## config.mk

```make
export PLATFORM = sky130hd
export DESIGN_NAME = booth_mul_arb_flat
export DESIGN_NICKNAME = d
export VERILOG_FILES = /design/src/rtl/booth_arb_pkg.sv /design/src/rtl/booth_mul_arb_if.sv /design/src/rtl/booth_arb_pick.sv /design/src/rtl/booth_mul_arb.sv /design/src/flat_wrapper.sv
export SDC_FILE = /design/constraint.sdc
export NUM_CORES = 1
export LEC_CHECK = 0
export ABC_AREA = 1
export CAP_MARGIN = 20
export CORE_ASPECT_RATIO = 0.8
export CORE_MARGIN = 2
export CORE_UTILIZATION = 39
export CTS_CLUSTER_SIZE = 40
export DETAILED_ROUTE_END_ITERATION = 12
export HOLD_SLACK_MARGIN = 0.03
export PLACE_DENSITY = 0.81
export SLEW_MARGIN = 0
export SYNTH_ARGS = -nofsm -noshare
export SYNTH_HDL_FRONTEND = slang
export SYNTH_SLANG_ARGS = --single-unit
```

## constraint.sdc

```tcl
create_clock -name clk -period 1.65 [get_ports clk]
set_input_delay 0.165 -clock clk [delete_from_list [all_inputs] [get_ports clk]]
set_output_delay 0.165 -clock clk [all_outputs]
set_load 0.1 [all_outputs]
```

## src/rtl/booth_arb_pkg.sv

```systemverilog
// Shared types and widths for the Booth multiplier arbiter.
// The round-robin option is selected with the BOOTH_ARB_RR_EN macro in booth_mul_arb.
package booth_arb_pkg;

    localparam int OPW        = 8;
    localparam int PRDW       = 16;
    localparam int MUL_CYCLES = 8;

    typedef enum logic [1:0] {
        IDLE   = 2'd0,
        LAUNCH = 2'd1,
        WAIT   = 2'd2,
        RESP   = 2'd3
    } arb_state_e;

endpackage

```

## src/rtl/booth_mul_arb_if.sv

```systemverilog
// Bundle of the requester, response and multiplier-side signals of booth_mul_arb.
// slave is the arbiter view; master is the surrounding clients plus booth_8x8.
interface booth_mul_arb_if #(
    parameter int NREQ = 4,
    parameter int IDW  = 2
);
    import booth_arb_pkg::*;

    logic [NREQ-1:0]     req_valid;
    logic [NREQ-1:0]     req_ready;
    logic [OPW*NREQ-1:0] req_mc;
    logic [OPW*NREQ-1:0] req_mp;
    logic                resp_valid;
    logic                resp_ready;
    logic [PRDW-1:0]     resp_prd;
    logic [IDW-1:0]      resp_id;
    logic                mul_start;
    logic [OPW-1:0]      mul_mc;
    logic [OPW-1:0]      mul_mp;
    logic                mul_busy;
    logic [PRDW-1:0]     mul_prd;

    modport slave (
        input  req_valid, req_mc, req_mp, resp_ready, mul_busy, mul_prd,
        output req_ready, resp_valid, resp_prd, resp_id, mul_start, mul_mc, mul_mp
    );

    modport master (
        output req_valid, req_mc, req_mp, resp_ready, mul_busy, mul_prd,
        input  req_ready, resp_valid, resp_prd, resp_id, mul_start, mul_mc, mul_mp
    );

endinterface

```

## src/rtl/booth_arb_pick.sv

```systemverilog
// Combinational winner selection: first valid requester scanning upward from i_ptr, wrapping.
// With i_ptr held at zero this degenerates to lowest-index-wins fixed priority.
module booth_arb_pick #(
    parameter int NREQ = 4,
    parameter int IDW  = 2
) (
    input  logic [NREQ-1:0] i_req_valid,
    input  logic [IDW-1:0]  i_ptr,
    output logic [NREQ-1:0] o_grant,
    output logic [IDW-1:0]  o_idx,
    output logic            o_any
);

    logic [IDW:0] w_sum;
    logic [IDW:0] w_pos;

    // rotating scan; the first hit wins and later hits are ignored
    always_comb begin
        o_grant = '0;
        o_idx   = '0;
        o_any   = 1'b0;
        w_sum   = '0;
        w_pos   = '0;
        for (int k = 0; k < NREQ; k++) begin
            w_sum = {1'b0, i_ptr} + (IDW+1)'(k);
            w_pos = (w_sum >= (IDW+1)'(NREQ)) ? (w_sum - (IDW+1)'(NREQ)) : w_sum;
            if (!o_any && i_req_valid[w_pos[IDW-1:0]]) begin
                o_any                    = 1'b1;
                o_grant[w_pos[IDW-1:0]]  = 1'b1;
                o_idx                    = w_pos[IDW-1:0];
            end else begin
                o_any = o_any;
            end
        end
    end

endmodule

```

## src/rtl/booth_mul_arb.sv

```systemverilog
// Shares one sequential booth_8x8 among NREQ requesters and returns tagged products.
// Define BOOTH_ARB_RR_EN for round-robin priority; otherwise the lowest index always wins.
module booth_mul_arb
    import booth_arb_pkg::*;
#(
    parameter int NREQ = 4,
    parameter int IDW  = 2
) (
    input  logic            clk,
    input  logic            rst,
    booth_mul_arb_if.slave  bus
);

    localparam logic [1:0] S_IDLE   = IDLE;
    localparam logic [1:0] S_LAUNCH = LAUNCH;
    localparam logic [1:0] S_WAIT   = WAIT;
    localparam logic [1:0] S_RESP   = RESP;

    logic [1:0]      r_state;
    logic            r_mul_start;
    logic [OPW-1:0]  r_mul_mc;
    logic [OPW-1:0]  r_mul_mp;
    logic            r_resp_valid;
    logic [PRDW-1:0] r_resp_prd;
    logic [IDW-1:0]  r_id;

    logic [IDW-1:0]  w_ptr;
    logic [NREQ-1:0] w_grant;
    logic [IDW-1:0]  w_idx;
    logic            w_any;
    logic            w_hs;

    booth_arb_pick #(
        .NREQ (NREQ),
        .IDW  (IDW)
    ) u_pick (
        .i_req_valid (bus.req_valid),
        .i_ptr       (w_ptr),
        .o_grant     (w_grant),
        .o_idx       (w_idx),
        .o_any       (w_any)
    );

    assign w_hs          = (r_state == S_IDLE) && w_any;
    assign bus.req_ready = (r_state == S_IDLE) ? w_grant : '0;

`ifdef BOOTH_ARB_RR_EN
    logic [IDW-1:0] r_ptr;

    // priority pointer moves to the requester just after each winner
    always_ff @(posedge clk or posedge rst) begin
        if (rst) begin
            r_ptr <= '0;
        end else if (w_hs) begin
            r_ptr <= (w_idx == IDW'(NREQ - 1)) ? '0 : (w_idx + 1'b1);
        end else begin
            r_ptr <= r_ptr;
        end
    end

    assign w_ptr = r_ptr;
`else
    assign w_ptr = '0;
`endif

    // sequencer: accept, pulse start, catch the one-cycle product, hold the response
    always_ff @(posedge clk or posedge rst) begin
        if (rst) begin
            r_state      <= S_IDLE;
            r_mul_start  <= 1'b0;
            r_mul_mc     <= '0;
            r_mul_mp     <= '0;
            r_resp_valid <= 1'b0;
            r_resp_prd   <= '0;
            r_id         <= '0;
        end else begin
            case (r_state)
                S_IDLE: begin
                    if (w_any) begin
                        r_mul_mc    <= bus.req_mc[int'(w_idx)*OPW +: OPW];
                        r_mul_mp    <= bus.req_mp[int'(w_idx)*OPW +: OPW];
                        r_id        <= w_idx;
                        r_mul_start <= 1'b1;
                        r_state     <= S_LAUNCH;
                    end else begin
                        r_state     <= S_IDLE;
                    end
                end
                S_LAUNCH: begin
                    r_mul_start <= 1'b0;
                    r_state     <= S_WAIT;
                end
                // booth_8x8 keeps shifting after it finishes, so prd is good only now
                S_WAIT: begin
                    if (!bus.mul_busy) begin
                        r_resp_prd   <= bus.mul_prd;
                        r_resp_valid <= 1'b1;
                        r_state      <= S_RESP;
                    end else begin
                        r_state      <= S_WAIT;
                    end
                end
                S_RESP: begin
                    if (bus.resp_ready) begin
                        r_resp_valid <= 1'b0;
                        r_state      <= S_IDLE;
                    end else begin
                        r_state      <= S_RESP;
                    end
                end
                default: begin
                    r_mul_start  <= 1'b0;
                    r_resp_valid <= 1'b0;
                    r_state      <= S_IDLE;
                end
            endcase
        end
    end

    assign bus.mul_start  = r_mul_start;
    assign bus.mul_mc     = r_mul_mc;
    assign bus.mul_mp     = r_mul_mp;
    assign bus.resp_valid = r_resp_valid;
    assign bus.resp_prd   = r_resp_prd;
    assign bus.resp_id    = r_id;

endmodule

```

## src/flat_wrapper.sv

```systemverilog
// flat-port wrapper written by rule: the top's interface ports become plain ports
module booth_mul_arb_flat import booth_arb_pkg::*;
#(
    parameter int NREQ = 4,
    parameter int IDW  = 2
)
  (clk, rst, bus_req_valid, bus_req_mc, bus_req_mp, bus_resp_ready, bus_mul_busy, bus_mul_prd, bus_req_ready, bus_resp_valid, bus_resp_prd, bus_resp_id, bus_mul_start, bus_mul_mc, bus_mul_mp);
  booth_mul_arb_if #(.NREQ(NREQ), .IDW(IDW)) bus_i ();
  input  logic clk;
  input  logic rst;
  input wire logic [$bits(bus_i.req_valid)-1:0] bus_req_valid;
  input wire logic [$bits(bus_i.req_mc)-1:0] bus_req_mc;
  input wire logic [$bits(bus_i.req_mp)-1:0] bus_req_mp;
  input wire logic [$bits(bus_i.resp_ready)-1:0] bus_resp_ready;
  input wire logic [$bits(bus_i.mul_busy)-1:0] bus_mul_busy;
  input wire logic [$bits(bus_i.mul_prd)-1:0] bus_mul_prd;
  output wire logic [$bits(bus_i.req_ready)-1:0] bus_req_ready;
  output wire logic [$bits(bus_i.resp_valid)-1:0] bus_resp_valid;
  output wire logic [$bits(bus_i.resp_prd)-1:0] bus_resp_prd;
  output wire logic [$bits(bus_i.resp_id)-1:0] bus_resp_id;
  output wire logic [$bits(bus_i.mul_start)-1:0] bus_mul_start;
  output wire logic [$bits(bus_i.mul_mc)-1:0] bus_mul_mc;
  output wire logic [$bits(bus_i.mul_mp)-1:0] bus_mul_mp;
  assign bus_i.req_valid = bus_req_valid;
  assign bus_i.req_mc = bus_req_mc;
  assign bus_i.req_mp = bus_req_mp;
  assign bus_i.resp_ready = bus_resp_ready;
  assign bus_i.mul_busy = bus_mul_busy;
  assign bus_i.mul_prd = bus_mul_prd;
  assign bus_req_ready = bus_i.req_ready;
  assign bus_resp_valid = bus_i.resp_valid;
  assign bus_resp_prd = bus_i.resp_prd;
  assign bus_resp_id = bus_i.resp_id;
  assign bus_mul_start = bus_i.mul_start;
  assign bus_mul_mc = bus_i.mul_mc;
  assign bus_mul_mp = bus_i.mul_mp;
  booth_mul_arb #(.NREQ(NREQ), .IDW(IDW)) u_core (.clk(clk), .rst(rst), .bus(bus_i));
endmodule
```

# ---- After elaboration in Yosys (flattened, before gate mapping)
# Index checks and enable logic that the tools add are counted.
dict set report classes {
  bitwise_logic 1
  n_mux 21
  shifts 2
  reduce_logical 13
  eq_ne 6
}
# op n
set ops {}
lappend ops {{variable part select 32 x 6 -> 8 bit} 2}
lappend ops {{two-way mux 1 bit} 11}
lappend ops {{two-way mux 2 bit} 4}
lappend ops {{two-way mux 4 bit} 2}
lappend ops {{case mux 2 bit (4 select lines)} 1}
lappend ops {{!= test 2 bit, second input constant} 3}
lappend ops {{AND reduction 2 bit} 3}
lappend ops {{equality test 2 bit, second input constant} 2}
lappend ops {{case mux 1 bit (2 select lines)} 2}
lappend ops {{nonzero test 2 bit} 2}
lappend ops {{logical AND 1 bit} 3}
lappend ops {{zero test 1 bit} 3}
lappend ops {{two-way mux 3 bit} 1}
lappend ops {{AND reduction 3 bit} 1}
lappend ops {{equality test 2 x 1 -> 1 bit, second input constant} 1}
lappend ops {{zero test 2 bit} 1}
lappend ops {{NOT 1 bit} 1}
dict set report totals {
  word_cells 50
  ff_bits 38
  inputBits 88
  output_inout_bits 40
}

# ---- Depth between registers and ports, before layout
# Gate-level depths: netlist of run 1.
dict set report logic_depth {
  word_depth 12
  depth_mapped 10
  mapped_depth_nobuf 9
}

# ---- Hierarchy
# From an unflattened synthesis of run 1, not the netlist that was laid out.
dict set report hier_totals {
  cells_unflattened 393
  area_unflattened_um2 2610.0
}
# mod cells_each seq_area_each_um2 instances area_per_inst_um2
set by_module_without_submodules {}
lappend by_module_without_submodules {booth_mul_arb 319 950.9 1 2169.6}
lappend by_module_without_submodules {booth_arb_pick 74 0.0 1 440.4}

# ---- Least setup slack after synthesis of run 1
# Ideal clock, no wire load.
dict set report synth_path {
  path_kind {reg-to-output}
  startpoint {register u_core.r_state[1]}
  endpoint {output bus_req_ready[2]}
  slack_ns -1.975
  path_buffers 0
  stages_incl_launch_ff 4
  t_arrival_ns 3.460
  required_time_ns 1.485
  path_cell_list {dfrtp_1 > nor2_1 > inv_1 > nor4_1}
}
dict set report synth_between {
  elab_chain_len 2
}
# element line_no
set synth_rtl {}
lappend synth_rtl {{start, declared} booth_mul_arb.sv:19} ;# logic [1:0] r_state;
lappend synth_rtl {{start signal, assigned} booth_mul_arb.sv:69} ;# r_state <= S_IDLE;
lappend synth_rtl {{start signal, assigned} booth_mul_arb.sv:84} ;# r_state <= S_LAUNCH;
lappend synth_rtl {{start signal, assigned} booth_mul_arb.sv:86} ;# r_state <= S_IDLE;
lappend synth_rtl {{zero test 2 bit} booth_mul_arb.sv:45} ;# assign bus.req_ready = (r_state == S_IDLE) ? w_grant : '0;
lappend synth_rtl {{two-way mux 4 bit} booth_mul_arb.sv:45}
lappend synth_rtl {{end, declared} flat_wrapper.sv:17} ;# output wire logic [$bits(bus_i.req_ready)-1:0] bus_req_ready;
# No other way between the ends.

# ---- Worst setup path after layout of run 1
dict set report layout_path {
  startpoint {input bus_req_valid[2]}
  endpoint {output bus_req_ready[2]}
}
dict set report layout_between {
  elab_chain_len 4
}
# element line_no
set layout_rtl {}
lappend layout_rtl {{start, declared} flat_wrapper.sv:11} ;# input wire logic [$bits(bus_i.req_valid)-1:0] bus_req_valid;
lappend layout_rtl {{logical AND 1 bit} booth_arb_pick.sv:27} ;# if (!o_any && i_req_valid[w_pos[IDW-1:0]]) begin
lappend layout_rtl {{two-way mux 3 bit} booth_arb_pick.sv:27}
lappend layout_rtl {{two-way mux 4 bit} booth_arb_pick.sv:27}
lappend layout_rtl {{two-way mux 4 bit} booth_mul_arb.sv:45}
# No other way between the ends.

==> run_results.csv, run 1 <==
group,metric,value,unit
yosys,yosysUniqueCellTypes,20,
detailed_routing,first_pass_iters,4,
place,dp_hpwl,5.503,mm
yosys,synth_top_area_cell,"dfrtp_1",
yosys,yosysTopAreaCellShare,0.4110,
yosys,synthXorXnorAreaFrac,0,
yosys,yosysMostFrequentCell,"nand2_1",
timing,clock_skew,0.004088,ns
detailed_routing,routed_wl,6.654,mm
yosys,synth-seq-area-share,0.4110,
yosys,synth_area_leaders,"dfrtp_1 41%, nand2_1 20%, inv_1 12%",
grt,grt_pass1_wl,11.34,mm
cells_and_area,syn2layout_area_growth,84.15,%
run,max-cap-violations,0,
grt,grt_pass1_vias,2468,
grt,grt_max_degree,39,
clocking,clockBufferDepth,2,
power_and_ir_drop,ir_drop,1749,uV
detailed_routing,wire_per_inst,12.21,microns
timing,setup_tns,0,ns
yosys,yosysWarnings,0,
power_and_ir_drop,p_leak,0.002197,uW
yosys,synthCells,327,
timing,relSlewSlack,0.6886,
timing,setup_viol,0,
floorplan,dieArea,6568,sq um
floorplan,start_util,0.3976,
cells_and_area,drive_gt1_frac,0.1832,
run_status,status,"complete, no violations",
floorplan,boundaryPins,128,
yosys,synth_compound_area_frac,0.05030,
timing,slew_violations,0,
floorplan,die_x,90.11,microns
critical_path,crit_required,1.48,ns
clocking,cts_tree,"yes",
grt,grt_overflow_total,0,
place,placed_area,4155,sq um
detailed_routing,vias,2501,
timing,period_share,0.9367,
yosys,synth.cell_area,2313,sq um
power_and_ir_drop,power.density,2087,nW/um^2
critical_path,start_kind,"input port",
clocking,cts_setup_buffers,0,
hold_path,hp-class,"in2async",
yosys,synth_edf_count,0,
clocking,clkSinkCount,38,
cells_and_area,n_fill_cell,423,
yosys,async_reset_ff_frac,1.000,
place,routabilityCongestion,0.9114,
cells_and_area,stdcell_area,4260,sq um
clocking,cts_root_buffer,"clkbuf_8",
critical_path,cp.arrival,1.38,ns
timing,period_minus_slack,1.545,ns
cells_and_area,nNetsFinal,551,
critical_path,end_kind,"output port",
yosys,yosys.area_share.simple,0.3050,
clocking,cts_inserted_buffers,5,
clocking,clk_pin_slew,0.07,ns
yosys,synth_top_family_by_area,"simple AND/OR/NAND/NOR gates",
floorplan,die_h,72.89,microns
cells_and_area,multi_input_area,1030,sq um
clocking,htreeDepth,2,
yosys,syn-num-nets,415,
floorplan,rows,25,
grt,antenna_found_initial,0,
critical_path,worst-setup-path-type,"in2out",
yosys,synthMuxAreaShare,0.07788,
detailed_routing,drc,0,
cells_and_area,antennaDiodeCount,0,
yosys,synthFlopType,"dfrtp_1",
timing,worstMarginPinSlew,0.4672,ns
yosys,syn_avg_cell_area,7.075,sq um
place,numPortBuffers,127,
timing,max_freq,647.0,MHz
yosys,synthAdderAreaFrac,0,
detailed_routing,antenna_left,0,
detailed_routing,vias_per_cell,4.589,
grt,grt_usage,0.2143,
floorplan,core,5818,sq um
critical_path,cp_max_fo,3,
timing,rsz0062_at_grt,"no",
cells_and_area,regArea,950.9,sq um
timing,hold_viol,0,
clocking,clk_latency,0.28,ns
yosys,ys_ff_latch,38,
detailed_routing,drt-initial-drc-count,96,
yosys,synthTopCellsByCount,"122 x nand2_1, 71 x inv_1, 38 x dfrtp_1, 32 x nand3_1",
power_and_ir_drop,power.total,8893,uW
-- sequential cells by signal, summed over array words and instances (netlist names) --
signal,count
u_core.bus.mul_mp,8
u_core.bus.resp_valid,1
u_core.r_state,2
u_core.bus.resp_prd,16
u_core.bus.mul_mc,8
u_core.bus.resp_id,2
u_core.bus.mul_start,1
-- report_power, final --
| part | internal (uW) | switching (uW) |
|---|---|---|
| Sequential | 1390 | 497 |
| Clock | 335 | 314 |
| Combinational | 2280 | 4070 |
| Total | 4010 | 4880 |
-- area by class of cell --
type,count,area share
Clock buffer,6,0.01938
Clock inverter,2,0.002937
Inverter,75,0.06608
Multi-Input combinational cell,202,0.2417
Sequential cell,38,0.2232
Tap cell,81,0.02379
Timing Repair Buffer,141,0.4229
-- metrics by stage --
| stage | hold slack (ns) | setup WS (ns) | cells | util |
|---|---|---|---|---|
| after floorplan | 0.2954 | -0.4441 | 327 | - |
| after global placement | 0.5200 | -0.1264 | 537 | 0.7142 |
| after detailed placement | 0.5252 | -0.2498 | 537 | 0.7142 |
| after CTS | 0.2952 | 0.02001 | 545 | 0.7305 |
| after global routing | 0.3319 | 0.01297 | 545 | 0.7323 |
| final | 0.2752 | 0.1045 | 545 | 0.7323 |
-- layer usage --
| layer | vias to the layer above | GRT usage | share of wire |
|---|---|---|---|
| li1 | 1247 | - | - |
| met2 | 107 | 0.3684 | 0.48 |
| met1 | 1141 | 0.2677 | 0.42 |
| met4 | 0 | 0.03932 | 0.0080 |
| met3 | 6 | 0.07438 | 0.086 |
| met5 | - | 0 | 0 |
-- cells in the final DEF, fill, tap and decap left out, types with 6 or more instances in the layout --
cell type,n
nand3_1,32
o21ai_1,9
o21ai_0,9
clkbuf_8,6
dfrtp_1,38
mux2_1,8
nand2_1,122
buf_4,12
mux2_2,8
clkdlybuf4s50_1,87
buf_12,42
inv_1,70
-- worst paths after layout --
| check | start | to | slack (ns) | cells after the start |
|---|---|---|---|---|
| hold reg to reg | u_core.bus.resp_valid$_DFFE_PP0P_ | u_core.bus.resp_valid$_DFFE_PP0P_ | 0.54 | 2 |
| max in group asynchronous | rst | u_core.bus.mul_mc[4]$_DFFE_PP0P_ | 1.03 | 3 |
| setup reg to reg | u_core.r_state[0]$_DFF_PP0_ | u_core.bus.resp_prd[15]$_DFFE_PP0P_ | 0.43 | 4 |
| setup / recovery | bus_req_valid[2] | bus_req_ready[2] | 0.10 | 4 |
| min in group clk | bus_mul_prd[4] | u_core.bus.resp_prd[4]$_DFFE_PP0P_ | 0.47 | 2 |
| hold / removal | rst | u_core.bus.resp_prd[6]$_DFFE_PP0P_ | 0.28 | 3 |
-- worst max-delay path: stages --
cell	delay, ns
clkdlybuf4s50_1	0.53
inv_1	0.14
nor4_4	0.32
buf_12	0.21
-- cells by family (layout without fill, tap and decap cells) --
family / Yosys count / count (layout)
flops: 38 / 38
compound gates: 21 / 21
mux: 16 / 16
simple gates: 165 / 165
buf+inv: 87 / 224
-- repair_timing --
item | CTS | global route
gates resized for setup | 1 | 2
hold buffers | 0 | 0
endpoints found under the setup margin | 3 | 19
gates cloned | 0 | 0
hold endpoints to repair | 0 | 0
No activity file was read; power rests on OpenSTA's default activity.
==> inputs of run 2 (changes only) <==
--- a/config.mk
+++ b/config.mk
@@ -6,7 +6,7 @@
 export NUM_CORES = 1
 export LEC_CHECK = 0
 export ABC_AREA = 1
-export CAP_MARGIN = 20
+export CAP_MARGIN = 0
 export CORE_ASPECT_RATIO = 0.8
 export CORE_MARGIN = 2
 export CORE_UTILIZATION = 39
==> constraint.sdc (replaced) <==
create_clock -name clk -period 1.6 [get_ports clk]
set_input_delay 0.16 -clock clk [delete_from_list [all_inputs] [get_ports clk]]
set_output_delay 0.16 -clock clk [all_outputs]
set_load 0.1 [all_outputs]
==> run_results.csv, run 2 (synthesis gave the netlist of run 1 again) <==
group,metric,value,unit
floorplan,core,5818,sq um
cells_and_area,layout_common_cells,"122 x nand2_1, 85 x clkdlybuf4s50_1, 69 x inv_1",
cells_and_area,drive_gt1_frac,0.1931,
place,pre_cts_ws,-0.1756,ns
clocking,clockBufferDepth,2,
timing,slew_violations,0,
power_and_ir_drop,power.density,2178,nW/um^2
grt,grt_pass1_vias,2671,
timing,period_minus_slack,1.534,ns
detailed_routing,vias_per_cell,4.664,
critical_path,cp_max_fo,5,
cells_and_area,largest_register_ffs,16,
run,max-cap-violations,0,
clocking,htreeDepth,2,
detailed_routing,vias,2551,
detailed_routing,wire_per_inst,12.72,microns
timing,max_freq,651.7,MHz
critical_path,start_kind,"flip-flop",
grt,grt_max_degree,39,
detailed_routing,drc,0,
power_and_ir_drop,power.total,9366,uW
grt,grt_overflow_total,0,
floorplan,die_x,90.11,microns
floorplan,boundaryPins,128,
power_and_ir_drop,p_leak,0.002232,uW
hold_path,hp-class,"in2async",
grt,grt_usage,0.2127,
detailed_routing,first_pass_iters,4,
detailed_routing,drt-initial-drc-count,97,
timing,worst_slack,0.06553,ns
floorplan,rows,25,
timing,period_share,0.9590,
cells_and_area,antennaDiodeCount,0,
place,routabilityCongestion,0.9094,
power_and_ir_drop,ir_drop,1967,uV
clocking,clkSinkCount,38,
detailed_routing,routed_wl,6.958,mm
critical_path,crit_required,1.44,ns
clocking,cts_tree,"yes",
floorplan,start_util,0.3976,
timing,hold_viol,0,
cells_and_area,final_common_cell,"nand2_1",
timing,setup_viol,0,
critical_path,worst-setup-path-type,"reg2out",
clocking,cts_inserted_buffers,5,
timing,rsz0062_at_grt,"no",
place,dp_hpwl,5.555,mm
grt,grt_pass1_wl,11.43,mm
cells_and_area,syn2layout_area_growth,85.83,%
critical_path,cp.arrival,1.37,ns
floorplan,die_h,72.89,microns
cells_and_area,nNetsFinal,554,
detailed_routing,antenna_left,0,
run_status,status,"complete, no violations",
clocking,clk_latency,0.28,ns
timing,relSlewSlack,0.6716,
critical_path,end_kind,"output port",
clocking,clk_pin_slew,0.07,ns
timing,worstMarginPinSlew,0.4925,ns
place,numPortBuffers,127,
clocking,cts_root_buffer,"clkbuf_8",
timing,clock_skew,0.003357,ns
grt,antenna_found_initial,0,
floorplan,dieArea,6568,sq um
## run 2: cell types whose count changed in the layout (fill, tap and decap cells not counted), sizes merged
cell	change
clkinv	-1
clkinvlp	-1
buf	+3
clkdlybuf4s50	-2
bufinv	+1
dlymetal6s2s	+1
dlygate4sd2	+1
## run 2: path summary, 6_finish.rpt
path,slack [ns],depth (start not counted),endpoint,start
worst min register to register,0.54,2,u_core.bus.resp_valid$_DFFE_PP0P_,u_core.bus.resp_valid$_DFFE_PP0P_
worst max register to register,0.34,4,u_core.bus.resp_prd[12]$_DFFE_PP0P_,u_core.r_state[0]$_DFF_PP0_
max in group asynchronous,0.96,3,u_core.bus.mul_mp[5]$_DFFE_PP0P_,rst
worst max-delay path,0.07,4,bus_req_ready[2],u_core.r_state[1]$_DFF_PP0_
min in group clk,0.46,2,u_core.bus.resp_prd[3]$_DFFE_PP0P_,bus_mul_prd[3]
worst min-delay path,0.29,3,u_core.bus.mul_mc[7]$_DFFE_PP0P_,rst
## run 2: timing repair
item | in CTS | in global routing
gates resized for setup | 3 | 2
setup endpoints to repair | 2 | 3
pin swaps | 0 | 1
hold buffers | 0 | 0
setup buffers | 0 | 1
## run 2: stage by stage
step                      utilization  cell area [sq um]  std cells  hold slack (ns)  setup TNS [ns]
after floorplan                     -               2336        327           0.2904         -0.3522
after global placement         0.7176               4175        539           0.5195          -1.015
after detailed placement       0.7176               4175        539           0.5318          -2.533
after CTS                      0.7372               4289        546           0.3067               0
after global routing           0.7389               4299        547           0.3577               0
final                          0.7389               4299        547           0.2918               0
## run 2: metal layers
layer / track usage / up-vias / wire length (microns)
met4: 0.03761 / 0 / 71
met5: 0 / - / 0
met3: 0.07851 / 8 / 669
met1: 0.2364 / 1183 / 2762
li1: - / 1251 / -
met2: 0.4002 / 109 / 3454
## run 2: report_power, final
group | internal, uW | leakage (uW) | switching [uW] | total (uW)
clock network | 499 | 0.0000573 | 317 | 816
registers | 1430 | 0.000459 | 511 | 1950
logic | 2380 | 0.00172 | 4230 | 6600
total | 4310 | 0.00223 | 5060 | 9370
## run 2: area by class of cell
class | count | area (sq um)
inverters | 75 | 281.5
multi-input cells | 202 | 1027
repair buffers | 144 | 1826
clock buffers | 6 | 82.58
clock inverters | 1 | 30.03
flip-flops and latches | 38 | 950.9
fillers | 438 | 1519
well taps | 81 | 101.3
## run 2: critical path, stage by stage, from the launching register on
cell     delay, ns
dfrtp_1       0.43
nor2_2        0.16
inv_2         0.10
nor4_4        0.19
buf_12        0.21
==> inputs of run 3 (changes only) <==
--- a/config.mk
+++ b/config.mk
@@ -7,13 +7,12 @@
 export LEC_CHECK = 0
 export ABC_AREA = 1
 export CAP_MARGIN = 0
-export CORE_ASPECT_RATIO = 0.8
 export CORE_MARGIN = 2
-export CORE_UTILIZATION = 39
+export CORE_UTILIZATION = 35
 export CTS_CLUSTER_SIZE = 40
 export DETAILED_ROUTE_END_ITERATION = 12
 export HOLD_SLACK_MARGIN = 0.03
-export PLACE_DENSITY = 0.81
+export PLACE_DENSITY = 0.74
 export SLEW_MARGIN = 0
 export SYNTH_ARGS = -nofsm -noshare
 export SYNTH_HDL_FRONTEND = slang
==> run_results.csv, run 3 (synthesis gave the netlist of run 1 again) <==
group,metric,value,unit
run_status,status,"complete, no violations",
grt,grt_usage,0.1883,
floorplan,die_x,85.30,microns
timing,period_share,0.9593,
timing,worst_slack,0.06506,ns
critical_path,start_kind,"flip-flop",
clocking,htreeDepth,2,
place,routabilityCongestion,0.8856,
detailed_routing,antenna_left,0,
floorplan,rows,29,
clocking,clk_pin_slew,0.07,ns
hold_path,hp-class,"in2async",
detailed_routing,drt-initial-drc-count,89,
power_and_ir_drop,power.density,2151,nW/um^2
clocking,cts_hold_buf,0,
detailed_routing,drc,0,
critical_path,cp_max_fo,5,
clocking,cts_root_buffer,"clkbuf_8",
critical_path,crit_required,1.44,ns
clocking,cts_inserted_buffers,5,
grt,grt_pass1_vias,2450,
cells_and_area,syn2layout_area_growth,84.42,%
floorplan,dieArea,7276,sq um
place,placed_area,4155,sq um
grt,grt_max_degree,39,
timing,slew_violations,0,
cells_and_area,final_common_cell,"nand2_1",
floorplan,boundaryPins,128,
timing,setup_tns,0,ns
run,max-cap-violations,0,
timing,rsz0062_at_grt,"no",
clocking,clockBufferDepth,2,
timing,worstMarginPinSlew,0.4943,ns
grt,grt_overflow_total,0,
timing,max_freq,651.5,MHz
cells_and_area,antennaDiodeCount,0,
critical_path,worst-setup-path-type,"reg2out",
floorplan,die_h,85.30,microns
power_and_ir_drop,ir_drop,1819,uV
grt,grt_pass1_wl,11.01,mm
critical_path,cp.arrival,1.37,ns
timing,relSlewSlack,0.6705,
cells_and_area,nNetsFinal,552,
power_and_ir_drop,p_leak,0.002225,uW
timing,hold_viol,0,
floorplan,core,6386,sq um
timing,clock_skew,0.002247,ns
cells_and_area,layout_common_cells,"122 x nand2_1, 83 x clkdlybuf4s50_1, 69 x inv_1",
floorplan,start_util,0.3623,
timing,period_minus_slack,1.535,ns
cells_and_area,fin_util,0.6681,
cells_and_area,stdcell_area,4267,sq um
cells_and_area,largest_register_ffs,16,
place,numPortBuffers,127,
place,pre_cts_ws,-0.4134,ns
place,dp_hpwl,5.302,mm
critical_path,end_kind,"output port",
clocking,clkSinkCount,38,
timing,setup_viol,0,
detailed_routing,vias,2421,
clocking,cts_tree,"yes",
detailed_routing,vias_per_cell,4.467,
power_and_ir_drop,power.total,9179,uW
detailed_routing,first_pass_iters,4,
grt,antenna_found_initial,0,
detailed_routing,routed_wl,6.591,mm
clocking,clk_latency,0.28,ns
detailed_routing,wire_per_inst,12.16,microns
cells_and_area,drive_gt1_frac,0.1892,
run 3: worst paths after layout:
check	startpoint	to	slack, ns	depth (start not counted)
max in group asynchronous	rst	u_core.bus.mul_start$_DFFE_PP0P_	0.96	3
max reg2reg	u_core.r_state[0]$_DFF_PP0_	u_core.bus.resp_prd[15]$_DFFE_PP0P_	0.37	4
min reg2reg	u_core.bus.resp_valid$_DFFE_PP0P_	u_core.bus.resp_valid$_DFFE_PP0P_	0.54	2
min in group clk	bus_req_valid[2]	u_core.bus.resp_id[1]$_DFFE_PP0P_	0.44	3
min	rst	u_core.bus.mul_mc[1]$_DFFE_PP0P_	0.29	3
max	u_core.r_state[1]$_DFF_PP0_	bus_req_ready[2]	0.07	4
run 3: through the flow:
stage	instances	hold slack [ns]
2_1_floorplan	327	0.2904
3_3_place_gp	533	0.5178
3_5_place_dp	533	0.5275
4_1_cts	542	0.3082
5_1_grt	542	0.3577
6_report	542	0.2945
run 3: per-layer routing:
| layer | track usage | vias up | part of all wire |
|---|---|---|---|
| met5 | 0 | - | 0 |
| met4 | 0.06349 | 0 | 0.013 |
| li1 | - | 1249 | - |
| met3 | 0.04961 | 6 | 0.075 |
| met1 | 0.2402 | 1068 | 0.43 |
| met2 | 0.3097 | 98 | 0.48 |
run 3: timing repair:
item	4_1_cts	5_1_grt
endpoints found under the setup margin	19	2
pin swaps	1	0
resized for setup	6	2
setup buffers	1	0
run 3: where the power goes:
| part | total (uW) | internal, uW | switching, uW |
|---|---|---|---|
| Clock | 667 | 347 | 319 |
| Combinational | 6580 | 2370 | 4210 |
| Sequential | 1930 | 1440 | 495 |
| Total | 9180 | 4150 | 5030 |
run 3: cell type report:
| type | instances | area [sq um] |
|---|---|---|
| Clock inverter | 1 | 5.005 |
| Inverter | 75 | 281.5 |
| Clock buffer | 7 | 86.33 |
| Tap cell | 77 | 96.34 |
| Sequential cell | 38 | 950.9 |
| Timing Repair Buffer | 142 | 1812 |
| Fill cell | 552 | 2120 |
| Multi-Input combinational cell | 202 | 1035 |
run 3: worst max-delay path, cell delays in order, from the launching register on:
cell and delay, ns:
dfrtp_1 0.42, nor2_2 0.15, inv_2 0.11, nor4_4 0.20
buf_12 0.21
